===== src/rtl/sm3_msg_pack.sv =====
// sm3_msg_pack: packs a byte stream MSB-first into DW-bit words for the SM3
// core message input. A single accumulator feeds one output register. A
// completed word skips straight into the output register when that register
// can load; otherwise it waits in the accumulator and byte intake stalls.
//
// Ports:
//   clk, rst        clock, asynchronous active-high reset
//   byte_i          message byte
//   byte_vld_i      byte_i valid
//   byte_lst_i      byte_i is the final byte of the message
//   byte_rdy_o      byte accepted this cycle when byte_vld_i is high
//   msg_d_o         packed word, first byte in bits [DW-1:DW-8]
//   msg_vld_byte_o  lane-valid mask, bit NB-1 maps to the top byte
//   msg_vld_o       word valid
//   msg_lst_o       word carries the last byte of the message
//   msg_rdy_i       downstream accepts the word
//   byte_cnt_o      bytes accepted in the current message
module sm3_msg_pack #(
    parameter int unsigned DW = 32
) (
    input  logic          clk,
    input  logic          rst,
    input  logic [7:0]    byte_i,
    input  logic          byte_vld_i,
    input  logic          byte_lst_i,
    output logic          byte_rdy_o,
    output logic [DW-1:0] msg_d_o,
    output logic [DW/8-1:0] msg_vld_byte_o,
    output logic          msg_vld_o,
    output logic          msg_lst_o,
    input  logic          msg_rdy_i,
    output logic [60:0]   byte_cnt_o
);

    localparam int unsigned NB = DW / 8;
    localparam int unsigned LW = (NB > 1) ? $clog2(NB) : 1;
    localparam int unsigned CW = 61;
    localparam logic [LW-1:0] LANE_TOP = LW'(NB - 1);

    logic [DW-1:0] acc_q, acc_d;
    logic [NB-1:0] acc_mask_q, acc_mask_d;
    logic          acc_lst_q, acc_lst_d;
    logic          acc_full_q, acc_full_d;
    logic [LW-1:0] lane_q, lane_d;
    logic [DW-1:0] out_q, out_d;
    logic [NB-1:0] out_mask_q, out_mask_d;
    logic          out_lst_q, out_lst_d;
    logic          out_vld_q, out_vld_d;
    logic          rdy_q, rdy_d;
    logic [CW-1:0] cnt_q, cnt_d;
    logic          restart_q, restart_d;

    logic          accept;
    logic          complete;
    logic          out_can_load;
    logic [DW-1:0] word_nxt;
    logic [NB-1:0] mask_nxt;

    // Handshake and completion terms
    assign accept       = byte_vld_i && rdy_q;
    assign complete     = (lane_q == '0) || byte_lst_i;
    assign out_can_load = !out_vld_q || msg_rdy_i;
    assign word_nxt     = acc_q | (DW'(byte_i) << {lane_q, 3'b000});
    assign mask_nxt     = acc_mask_q | (NB'(1) << lane_q);

    // Next-state logic for accumulator, output register and byte counter
    always_comb begin
        acc_d      = acc_q;
        acc_mask_d = acc_mask_q;
        acc_lst_d  = acc_lst_q;
        acc_full_d = acc_full_q;
        lane_d     = lane_q;
        out_d      = out_q;
        out_mask_d = out_mask_q;
        out_lst_d  = out_lst_q;
        out_vld_d  = out_vld_q;
        cnt_d      = cnt_q;
        restart_d  = restart_q;

        if (out_vld_q && msg_rdy_i) begin
            out_vld_d = 1'b0;
        end

        // A word parked in the accumulator moves out as soon as out frees up
        if (acc_full_q && out_can_load) begin
            out_d      = acc_q;
            out_mask_d = acc_mask_q;
            out_lst_d  = acc_lst_q;
            out_vld_d  = 1'b1;
            acc_d      = '0;
            acc_mask_d = '0;
            acc_lst_d  = 1'b0;
            acc_full_d = 1'b0;
        end

        // accept is never true while acc_full_q is set, so no conflict above
        if (accept) begin
            cnt_d     = restart_q ? CW'(1) : cnt_q + CW'(1);
            restart_d = byte_lst_i;
            if (complete) begin
                lane_d = LANE_TOP;
                if (out_can_load) begin
                    out_d      = word_nxt;
                    out_mask_d = mask_nxt;
                    out_lst_d  = byte_lst_i;
                    out_vld_d  = 1'b1;
                    acc_d      = '0;
                    acc_mask_d = '0;
                    acc_lst_d  = 1'b0;
                end else begin
                    acc_d      = word_nxt;
                    acc_mask_d = mask_nxt;
                    acc_lst_d  = byte_lst_i;
                    acc_full_d = 1'b1;
                end
            end else begin
                acc_d      = word_nxt;
                acc_mask_d = mask_nxt;
                lane_d     = lane_q - LW'(1);
            end
        end
    end

    // Ready is registered so msg_rdy_i has no combinational path to it
    assign rdy_d = !acc_full_d;

    // State registers
    always_ff @(posedge clk or posedge rst) begin
        if (rst) begin
            acc_q      <= '0;
            acc_mask_q <= '0;
            acc_lst_q  <= 1'b0;
            acc_full_q <= 1'b0;
            lane_q     <= LANE_TOP;
            out_q      <= '0;
            out_mask_q <= '0;
            out_lst_q  <= 1'b0;
            out_vld_q  <= 1'b0;
            rdy_q      <= 1'b0;
            cnt_q      <= '0;
            restart_q  <= 1'b0;
        end else begin
            acc_q      <= acc_d;
            acc_mask_q <= acc_mask_d;
            acc_lst_q  <= acc_lst_d;
            acc_full_q <= acc_full_d;
            lane_q     <= lane_d;
            out_q      <= out_d;
            out_mask_q <= out_mask_d;
            out_lst_q  <= out_lst_d;
            out_vld_q  <= out_vld_d;
            rdy_q      <= rdy_d;
            cnt_q      <= cnt_d;
            restart_q  <= restart_d;
        end
    end

    assign byte_rdy_o     = rdy_q;
    assign msg_d_o        = out_q;
    assign msg_vld_byte_o = out_mask_q;
    assign msg_vld_o      = out_vld_q;
    assign msg_lst_o      = out_lst_q;
    assign byte_cnt_o     = cnt_q;

endmodule


===== config.mk =====
export PLATFORM = sky130hd
export DESIGN_NAME = sm3_msg_pack
export DESIGN_NICKNAME = d
export VERILOG_FILES = /design/src/rtl/sm3_msg_pack.sv
export SDC_FILE = /design/constraint.sdc
export NUM_CORES = 1
export LEC_CHECK = 0
export BUFFER_PORTS_ARGS = -buffer_cell sky130_fd_sc_hd__buf_2
export CORE_ASPECT_RATIO = 1.5
export CORE_MARGIN = 2
export CORE_UTILIZATION = 51
export CTS_CLUSTER_SIZE = 30
export DETAILED_ROUTE_END_ITERATION = 12
export PLACE_DENSITY = 0.76
export SKIP_CTS_REPAIR_TIMING = 1
export SYNTH_ARGS = -nofsm -noshare
export SYNTH_HDL_FRONTEND = slang
export SYNTH_SLANG_ARGS = --single-unit

===== constraint.sdc =====
create_clock -name clk -period 4.2 [get_ports clk]
set_clock_uncertainty 0.1 [all_clocks]
set_input_delay 0.42 -clock clk [delete_from_list [all_inputs] [get_ports clk]]
set_output_delay 0.42 -clock clk [all_outputs]
set_load 0.02 [all_outputs]

**After elaboration in Yosys (flattened, before gate mapping)**

Index checks and enable logic that the tools add are counted.

- Register bits: 141
- Input port bits: 13

- Add/subtract/negate cells: 2
- Shifts and indexed selects: 2
- Multiplexer cells: 35
- Bitwise logic cells: 2
- Reductions and logical operators: 9

Operators with widths:

| kind | count |
|---|---|
| 2-to-1 mux 32 bit | 8 |
| adder 61 x 1 -> 61 bit (second input constant) | 1 |
| 2-to-1 mux 61 bit | 1 |
| 2-to-1 mux 4 bit | 8 |
| bitwise OR 32 bit | 1 |
| left shift 8 x 5 -> 32 bit | 1 |
| 2-to-1 mux 1 bit | 17 |
| bitwise OR 4 bit | 1 |
| left shift 1 x 2 -> 4 bit (first input constant) | 1 |
| logical AND 1 bit | 3 |
| logical NOT 1 bit | 2 |
| logical NOT 2 bit | 1 |
| logical OR 1 bit | 2 |
| 2-to-1 mux 2 bit | 1 |
| nonzero test 2 bit | 1 |
| subtractor 2 x 1 -> 2 bit (second input constant) | 1 |

**Logic depth before layout (Yosys ltp)**

- Depth after elaboration: 8
- Gate-level depth with buffers: 9

**Least setup slack after synthesis**

OpenSTA, ideal clock, no wires.

- Path type: reg2reg
- From: reg lane_q[0]
- To: reg out_q[0] (netlist: msg_d_o[0])
- Library setup time: 0.121 ns
- Arrival: 2.162 ns
- Data required time: 3.979 ns
- Path slack: 1.817 ns
- Stages on the path, launching flop included: 9
- Path buffers: 1
- Clock period less this slack: 2.383 ns
- Cells stage by stage: dfstp_2 -> inv_1 -> ha_1 -> nor2_1 -> nor2_1 -> a21oi_1 -> clkbuf_1 -> nor2_1 -> o22a_1

- Cells in the longest elaborated chain, start to end: 5

RTL lines:

| item | RTL line | RTL |
|---|---|---|
| start: declaration | 44 | `logic [LW-1:0] lane_q, lane_d;` |
| start signal: assignment | 147 | `lane_q <= lane_d;` |
| left shift 8 x 5 -> 32 bit | 63 | `assign word_nxt = acc_q \| (DW'(byte_i) << {lane_q, 3'b000});` |
| bitwise OR 32 bit | 63 |  |
| 2-to-1 mux 32 bit | 102 | `if (out_can_load) begin` |
| 2-to-1 mux 32 bit (*) | 100 | `if (complete) begin` |
| 2-to-1 mux 32 bit (*) | 97 | `if (accept) begin` |
| net out_d[0] | 45 | `logic [DW-1:0] out_q, out_d;` |
| end signal: assignment | 148 | `out_q <= out_d;` |
| end: declaration | 45 |  |

Mark *: on every way through the listed nets, which the timed path passes. The rest lies on a longest branch.
A chain may end at the register's enable or synchronous reset.

**Worst setup path after layout**

- From: reg lane_q[0]
- To: reg acc_q[30]

- Cells in the longest elaborated chain, start to end: 5

RTL lines:

| item | RTL line | RTL |
|---|---|---|
| left shift 8 x 5 -> 32 bit | 63 |  |
| bitwise OR 32 bit | 63 |  |
| 2-to-1 mux 32 bit | 102 |  |
| 2-to-1 mux 32 bit (*) | 100 |  |
| 2-to-1 mux 32 bit (*) | 97 |  |
| end signal: assignment | 130 | `acc_q <= '0;` |
| end signal: assignment | 143 | `acc_q <= acc_d;` |
| end: declaration | 40 | `logic [DW-1:0] acc_q, acc_d;` |

Mark *: on every way between the ends. The rest lies on a longest branch, timed or not.

==> run summary <==
I/O Buffers: 112
WL final: 18000 um
Core Area: 12900 um^2
Clk_lat worst skew: 0.42 ns
Critical path class: flip-flop to flip-flop
Startpoint Class: flip-flop
Worst-margin pin slew: 1.21 ns
Leakage: 3.73 nW
Die Y-Extent: 144 um
Commonest non-fill, non-tap cell in the layout: dfrtp_1
H-tree depth: 4
Crit-path cells: inv_1 > ha_1 > nor2_1 > o21ai_1 > nand2_1 > a22o_1
HPWL after detailed placement: 12200 um
Synthesis-stage register bit count: 141
Post-DR vias/cell: 6.20
Global-route wire length before repair: 28700 um
Share of the synthesized area in the top cell type: 0.520
Final Hold Fails: 0
Netlist cell types: 50
Chip width: 97.5 um
ANT cells: 0
Worst Path Required: 4.44 ns
Pwr dens: 525 nW/um^2
Sequential Area: 3530 um^2
Final ANT Viol Nets: 0
Syn Inst Count: 674
Post-synthesis sequential area ratio: 0.528
CP bufs+invs: 1
Setup TNS: 0 ns
Max Freq: 352 MHz
Die area: 14100 um^2
Async set or reset register ratio after synthesis: 1.00
Core Rows: 51
Max-slew headroom: 0.189
Number of synthesized flops with an enable pin: 0
DRC viols: 0
GP Congestion: 0.876
Vias in the first global route: 5753
Global route overflow: 0
Initial Utilization: 0.519
Syn Nets: 692
Detailed-router iteration count before antenna repair: 7
Layout net count: 789
Clock sinks: 141
Slew Viols, Final: 0
Number of synthesis warnings: 0
Endpoints failing setup: 0
CP top delay family: simple AND/OR/NAND/NOR gates
Drt wl/cell: 19.1 um
Synthesized cell area: 6690 um^2
VDD IR max: 0.377 mV
CP max stage delay: 0.92 ns
Crit path DAT: 3.09 ns
Critical Path Sink Type: flip-flop
Initial antenna violation count: 0
Final cycle utilization of the critical path: 0.677
Max_cap viols: 0
Inserted Clock Buffers: 17
RSZ-0062 raised after global routing: false
CTS tree: built
Worst-case clock buffer depth: 2
Avg Inst Size Synth: 9.92 um^2
Share of layout cells above drive strength 1: 0.212
Status: completed
Commonest register cell after synthesis: dfrtp_1
Largest net degree at the start of global routing: 142
Final instance area: 8000 um^2
FILL cells: 1086
Post-placement cell area: 7360 um^2
Synth top area cells: dfrtp_1 52%, nor2_1 5.1%, a22o_1 4.8%
Initial detailed-routing violation count: 329
Most frequent cells in the layout: 139 x dfrtp_1, 112 x buf_2, 90 x nor2_1
Routed via count: 5850
Hold Crit Class: input port to async pin
Syn-to-layout area delta: 19.7%
I/O pin count: 113
All-Layer GR Usage: 0.256
Crit path max fanout: 36
Multi-input gate area: 2970 um^2
Yosys top cell by area: dfrtp_1
Final min period: 2.84 ns
CP max-delay cell: nand2_1
Clk slew on worst S/H paths: 0.06 ns
Clock root buffer: clkbuf_16
==> sequential cells by signal, indices dropped and copies added (netlist names), 2 cells and up <==
name and flops:
msg_d_o 32, acc_mask_q 4, byte_cnt_o 61, msg_vld_byte_o 4, acc_q 32, lane_q 2
==> per-stage QoR <==
step           hold WS [ns]  std cells  power [mW]  utilization  setup WS (ns)
2_1_floorplan         0.360        674        2.29            -           1.82
3_3_place_gp          0.375        911        2.57        0.571           1.51
3_5_place_dp          0.375        911        2.60        0.571           1.42
4_1_cts               0.156        943        4.23        0.621           1.39
5_1_grt               0.185        943        4.38        0.621           1.17
6_report              0.118        943        4.20        0.621           1.36
==> worst min-delay path, stage by stage <==
cell and delay [ns]:
buf_2 0.11, clkinvlp_4 0.07, buf_12 0.53
==> cell families (layout without fill, tap and decap cells) <==
group,count (synthesis),count (layout),synth area share
flops,141,141,0.528
mux,5,5,0.00786
xor+xnor,26,26,0.0341
fa+ha+maj,5,5,0.00936
simple gates,276,276,0.211
buf+inv,49,159,0.0277
compound gates,172,172,0.182
==> path summary, 6_finish.rpt <==
check | from | endpoint | slack (ns) | cells after the start
worst max-delay path | lane_q[0] | acc_q[30] | 1.36 | 6
worst min-delay path | rst | byte_cnt_o[17] | 0.12 | 3
worst max register to register | lane_q[0] | acc_q[30] | 1.36 | 6
worst min register to register | msg_d_o[25] | msg_d_o[25] | 0.40 | 1
max in group asynchronous | rst | byte_cnt_o[42] | 3.33 | 3
min in group clk | byte_lst_i | restart_q | 0.19 | 3
==> area by class of cell <==
type                            count  area share
Sequential cell                   141       0.441
Multi-Input combinational cell    484       0.372
Timing Repair Buffer              118      0.0773
Clock buffer                       20      0.0571
Tap cell                          159      0.0249
Clock inverter                     12      0.0231
Inverter                            9     0.00469
==> cell usage after synthesis, types with 12 or more instances <==
| cell type | instances |
|---|---|
| dfrtp_1 | 139 |
| nor2_1 | 90 |
| a21oi_1 | 57 |
| nand2_1 | 49 |
| a22o_1 | 37 |
| o22a_1 | 36 |
| clkbuf_1 | 30 |
| nand3_1 | 22 |
| nand4_1 | 20 |
| nor3_1 | 16 |
| xor2_1 | 14 |
| and3_1 | 12 |
| o21ai_0 | 12 |
| or4_1 | 12 |
| xnor2_1 | 12 |
==> power by group <==
part           internal (mW)  switching (mW)  total [mW]
Combinational          0.318           0.533       0.851
Clock                   1.03           0.592        1.62
Sequential              1.57           0.152        1.72
Total                   2.92            1.28        4.20
==> per-layer routing <==
layer	track usage	routed length, um	vias to the layer above
li1	-	-	2665
met5	0	0	-
met4	0.127	634	0
met2	0.461	9620	232
met1	0.288	6840	2910
met3	0.0551	929	43
Power figures use the tool's default switching activity.
